`src/rtl/fetch_pkg.sv`:
```
// Shared types and constants for the fetch sequencer: FSM state encoding,
// control-flow opcodes and the field widths used to pull a jump target
// out of an instruction word.
package fetch_pkg;

   localparam int INSTR_W_DEF = 9;   // default instruction word width
   localparam int OP_W        = 3;   // opcode field, top bits of the word
   localparam int TGT_W       = 6;   // target field, low bits of the word
   localparam int JV_W        = 8;   // jump_value width towards the PC block

   localparam logic [OP_W-1:0] OP_HALT = 3'b000;
   localparam logic [OP_W-1:0] OP_BZ   = 3'b110;
   localparam logic [OP_W-1:0] OP_JMP  = 3'b111;

   typedef enum logic [1:0] {
      IDLE    = 2'd0,
      DISCARD = 2'd1,
      RUN     = 2'd2,
      HALTED  = 2'd3
   } state_t;

endpackage

```
`src/rtl/ctrl_decode.sv`:
```
// Combinational control-flow decode of the current instruction word.
// Flags halt (the all-zero word), taken jumps (JMP always, BZ on zero_flag)
// and produces the zero-extended absolute target.
module ctrl_decode import fetch_pkg::*; #(
   parameter int INSTR_W = INSTR_W_DEF
) (
   input  logic [INSTR_W-1:0] imem_data,
   input  logic               zero_flag,
   output logic               is_halt,
   output logic               is_jump,
   output logic [JV_W-1:0]    target
);

   logic [OP_W-1:0]  op;
   logic [TGT_W-1:0] tgt;

   assign op  = imem_data[TGT_W +: OP_W];
   assign tgt = imem_data[TGT_W-1:0];

   // opcode classification; everything not matched here retires as a plain instruction
   always_comb begin
      is_halt = (op == OP_HALT) && (tgt == '0);
      is_jump = (op == OP_JMP) || ((op == OP_BZ) && zero_flag);
      target  = {{(JV_W-TGT_W){1'b0}}, tgt};
   end

endmodule

```
`src/rtl/fetch_sequencer.sv`:
```
// Program-counter sequencer: watches the synchronous instruction memory,
// redirects or holds the PC on control-flow words, drops the one stale
// word that follows a start or a taken jump, and counts retirements.
module fetch_sequencer import fetch_pkg::*; #(
   parameter int INSTR_W = INSTR_W_DEF,
   parameter int CNT_W   = 16
) (
   input  logic               clk,
   input  logic               reset,
   input  logic               start,
   input  logic [15:0]        pc,
   input  logic [INSTR_W-1:0] imem_data,
   input  logic               zero_flag,
   output logic               jump,
   output logic [JV_W-1:0]    jump_value,
   output logic               halt,
   output logic [INSTR_W-1:0] instr_out,
   output logic               instr_valid,
   output logic               done,
   output logic [CNT_W-1:0]   retired
);

   state_t          state, state_nxt;
   logic            dec_halt, dec_jump;
   logic [JV_W-1:0] dec_target;
   logic            fresh;   // set by start, cleared once the first RUN cycle is reached

   ctrl_decode #(.INSTR_W(INSTR_W)) u_decode (
      .imem_data (imem_data),
      .zero_flag (zero_flag),
      .is_halt   (dec_halt),
      .is_jump   (dec_jump),
      .target    (dec_target)
   );

   // Retire counter increment that sticks at all-ones instead of wrapping.
   function automatic logic [CNT_W-1:0] sat_inc(input logic [CNT_W-1:0] v);
      return (&v) ? v : v + 1'b1;
   endfunction

   // state register
   always_ff @(posedge clk or posedge reset) begin
      if (reset) state <= IDLE;
      else       state <= state_nxt;
   end

   // next-state logic; start overrides every other transition
   always_comb begin
      state_nxt = state;
      if (start) begin
         state_nxt = DISCARD;
      end else begin
         case (state)
            IDLE:    state_nxt = IDLE;
            DISCARD: state_nxt = RUN;
            RUN: begin
               if (dec_halt)      state_nxt = HALTED;
               else if (dec_jump) state_nxt = DISCARD;
            end
            HALTED:  state_nxt = HALTED;
            default: state_nxt = IDLE;
         endcase
      end
   end

   // outputs to the PC block and datapath; halt and jump are exclusive by construction
   always_comb begin
      jump        = 1'b0;
      jump_value  = dec_target;
      halt        = 1'b0;
      instr_valid = 1'b0;
      case (state)
         IDLE, HALTED: halt = 1'b1;
         RUN: begin
            instr_valid = 1'b1;
            if (dec_halt)      halt = 1'b1;
            else if (dec_jump) jump = 1'b1;
         end
         default: ;
      endcase
   end

   assign instr_out = imem_data;

   // retire count, done pulse on the RUN->HALTED edge, and post-start marker
   always_ff @(posedge clk or posedge reset) begin
      if (reset) begin
         retired <= '0;
         done    <= 1'b0;
         fresh   <= 1'b0;
      end else begin
         done <= 1'b0;
         if (start) begin
            retired <= '0;
            fresh   <= 1'b1;
         end else begin
            if (instr_valid)                 retired <= sat_inc(retired);
            if (state == RUN && dec_halt)    done    <= 1'b1;
            if (state == RUN)                fresh   <= 1'b0;
         end
      end
   end

   // The word retiring in the first RUN cycle after start is fetched during
   // the DISCARD cycle, so the PC must already be back at address 0 there.
   a_first_fetch_at_zero: assert property (
      @(posedge clk) disable iff (reset)
      (state == DISCARD && fresh) |-> (pc == 16'd0)
   );

endmodule

```
`config.mk`:
```
export PLATFORM = sky130hd
export DESIGN_NAME = fetch_sequencer
export DESIGN_NICKNAME = d
export VERILOG_FILES = /design/src/rtl/fetch_pkg.sv /design/src/rtl/ctrl_decode.sv /design/src/rtl/fetch_sequencer.sv
export SDC_FILE = /design/constraint.sdc
export NUM_CORES = 1
export LEC_CHECK = 0
export ABC_AREA = 1
export ABC_CLOCK_PERIOD_IN_PS = 3250
export CAP_MARGIN = 20
export CORE_ASPECT_RATIO = 1.2
export CORE_MARGIN = 5
export CORE_UTILIZATION = 60
export DETAILED_ROUTE_END_ITERATION = 10
export DONT_BUFFER_PORTS = 1
export GPL_TIMING_DRIVEN = 1
export PLACE_DENSITY = 0.76
export SYNTH_ARGS = -nofsm -noshare
export SYNTH_HDL_FRONTEND = slang
export SYNTH_SLANG_ARGS = --single-unit
```
`constraint.sdc`:
```
create_clock -name clk -period 3.25 [get_ports clk]
set_clock_uncertainty 0.1 [all_clocks]
set_input_delay 0.4875 -clock clk [delete_from_list [all_inputs] [get_ports clk]]
set_output_delay 0.4875 -clock clk [all_outputs]
set_load 0.01 [all_outputs]
```
==> flow_summary.ini <==
[yosys]
synth-main-ff-cell = dfrtp_1
avgSynthCellArea_sq_um = 6.95
netlist_area_sq_um = 1500
synth_edf_count = 0
synth_cell_type_count = 26
synth_warnings = 0
synthCells = 216
synthArstFlopShare = 1.00
synth_seq_area_share = 0.317
ys_seq_elements = 19

[outcome]
status = completed

[routing]
via_per_inst = 5.31
drt_iter0_drc = 34
num_vias = 1227
finalWirelength_um = 2800
dr.pass1.iters = 4
drc_errors = 0
ant_nets = 0
routedWlPerCell_um = 12.1

[sta]
period_needed_ns = 2.16
tightest_slew_ns = 0.715
setup_viol = 0
fmax_ghz = 0.464
maxSlewHeadroom = 0.523
period_share = 0.663
hold_viol = 0
finalMaxSlewViolations = 0
whs_ns = 0.0755
rsz0062_at_grt = false
setup_tns_ns = 0

[critical_path]
cp-start-kind = flip-flop
cp_max_fo = 5
r2r.worst_path.cells = 9
critPathCaptureType = output pin
worst_ep_required_time_ns = 2.66
crit_type = reg2out
ff2ff_setup_slack_ns = 1.19
arrival_ns = 1.57

[pwr]
fin_total_pwr_uw = 483
power_density_nw_per_um2 = 344
irDropWorstVdd_mv = 0.245
p_leak_nw = 0.691

[cells_and_area]
final_cells = 231
layout-drive-gt1-share = 0.0950
diodes = 0
synthToLayoutAreaGrowth_pct = -6.42
fin_nets = 234

[placement]
numPortBuffers = 0
place_congestion = 0.890
place_inst = 227
dp_hpwl_um = 2200

[global_routing]
gr-usage-all-layers = 0.158
grt_pass1_wl_um = 4570
grt_max_degree = 24
antenna_found_initial = 0
gr-total-overflow = 0
grt_pass1_vias = 1031

[run]
cap_viol_max_count = 0

[floorplan]
core-area_sq_um = 2350
initial_core_util = 0.637
die_y_um = 64.8
num_rows = 19
fp.dieArea_sq_um = 3600
fp.dieW_um = 55.6
io_pins = 66

[min_path]
min_path_type = in2async

[clocking]
cts.htree.levels = 1
cts_hold_buf = 0
post_cts_buffers = 0
cts_made_buffers = 3
clk_latency_ns = 0.30
clk_path_buf_depth = 2
cts_tree = done
cts_root_buffer = clkbuf_4
cts_num_sinks = 19
clkTransAtPathRegs_ns = 0.11
ctsResizeCount = 0
layout by cell type (no fill, tap or decap), drive strengths merged, types with 2 or more instances in the layout:
cell,instances
nor2,29
conb,2
a21oi,3
nand4,3
dfrtp,19
ha,4
nand3,18
xor2,5
o21ai,12
inv,24
nor3,6
clkbuf,3
nand2,67
report_power, final:
| group | switching (mW) | internal (mW) |
|---|---|---|
| clock network | 0.0751 | 0.0459 |
| logic | 0.0703 | 0.0275 |
| registers | 0.0168 | 0.248 |
flip-flops by register name, summed over array words and instances, names as in the netlist:
register  flops
state         2
retired      16
done          1
layout make-up:
type,count,area [sq um]
Clock buffer,3,22.5
Clock inverter,1,5.00
Fill cell,236,950
Inverter,24,90.1
Multi-Input combinational cell,153,772
Sequential cell,19,475
Tap cell,31,38.8
kinds of logic after synthesis:
group | after synthesis | share of synthesized area
AOI/OAI and AO/OA | 16 | 0.0676
xor gates and xnor gates | 6 | 0.0350
adders and majority gates | 4 | 0.0334
buffers and inverters | 45 | 0.171
DFF | 19 | 0.317
other | 1 | 0.00250
and+or+nand+nor | 125 | 0.374
metal layers:
metal | vias up | share of wire | routed length, um | GRT usage
met5 | - | 0 | 0 | 0
met4 | 0 | 0.022 | 61 | 0.0760
met3 | 9 | 0.068 | 190 | 0.0377
met2 | 33 | 0.47 | 1310 | 0.262
met1 | 561 | 0.44 | 1240 | 0.193
li1 | 624 | - | - | -
worst max-delay path, stage by stage (launching register included):
cell and delay (ns):
dfrtp_1 0.41, inv_1 0.10, ha_1 0.30, inv_1 0.11, nor3_1 0.35
path summary, 6_finish.rpt:
| check | from | end |
|---|---|---|
| max in group asynchronous | reset | done |
| worst min-delay path | reset | retired[5] |
| worst max register to register | retired[0] | retired[8] |
| min in group clk | start | done |
| worst max-delay path | state[0] | jump |
| worst min register to register | state[1] | state[1] |
through the flow:
stage / util / setup WS [ns] / instance area (sq um)
3_5_place_dp: 0.585 / 1.20 / 1380
2_1_floorplan: - / 1.51 / 1500
4_1_cts: 0.596 / 1.07 / 1400
3_3_place_gp: 0.585 / 1.23 / 1380
5_1_grt: 0.596 / 0.985 / 1400
6_report: 0.596 / 1.09 / 1400
synth_stat cells (2+ instances only):
cell type / count / area share
nand2_1: 62 / 0.16
nor2_1: 26 / 0.065
inv_1: 24 / 0.060
dfrtp_1: 19 / 0.32
buf_4: 18 / 0.090
nand3_1: 18 / 0.060
nor3_1: 6 / 0.020
o21ai_0: 5 / 0.017
o21ai_2: 5 / 0.029
xor2_1: 5 / 0.029
ha_1: 4 / 0.033
nand2_2: 4 / 0.017
a21oi_1: 3 / 0.010
nand4_1: 3 / 0.013
nor2_4: 2 / 0.015
o21ai_1: 2 / 0.0067
Power figures use the tool's default switching activity.
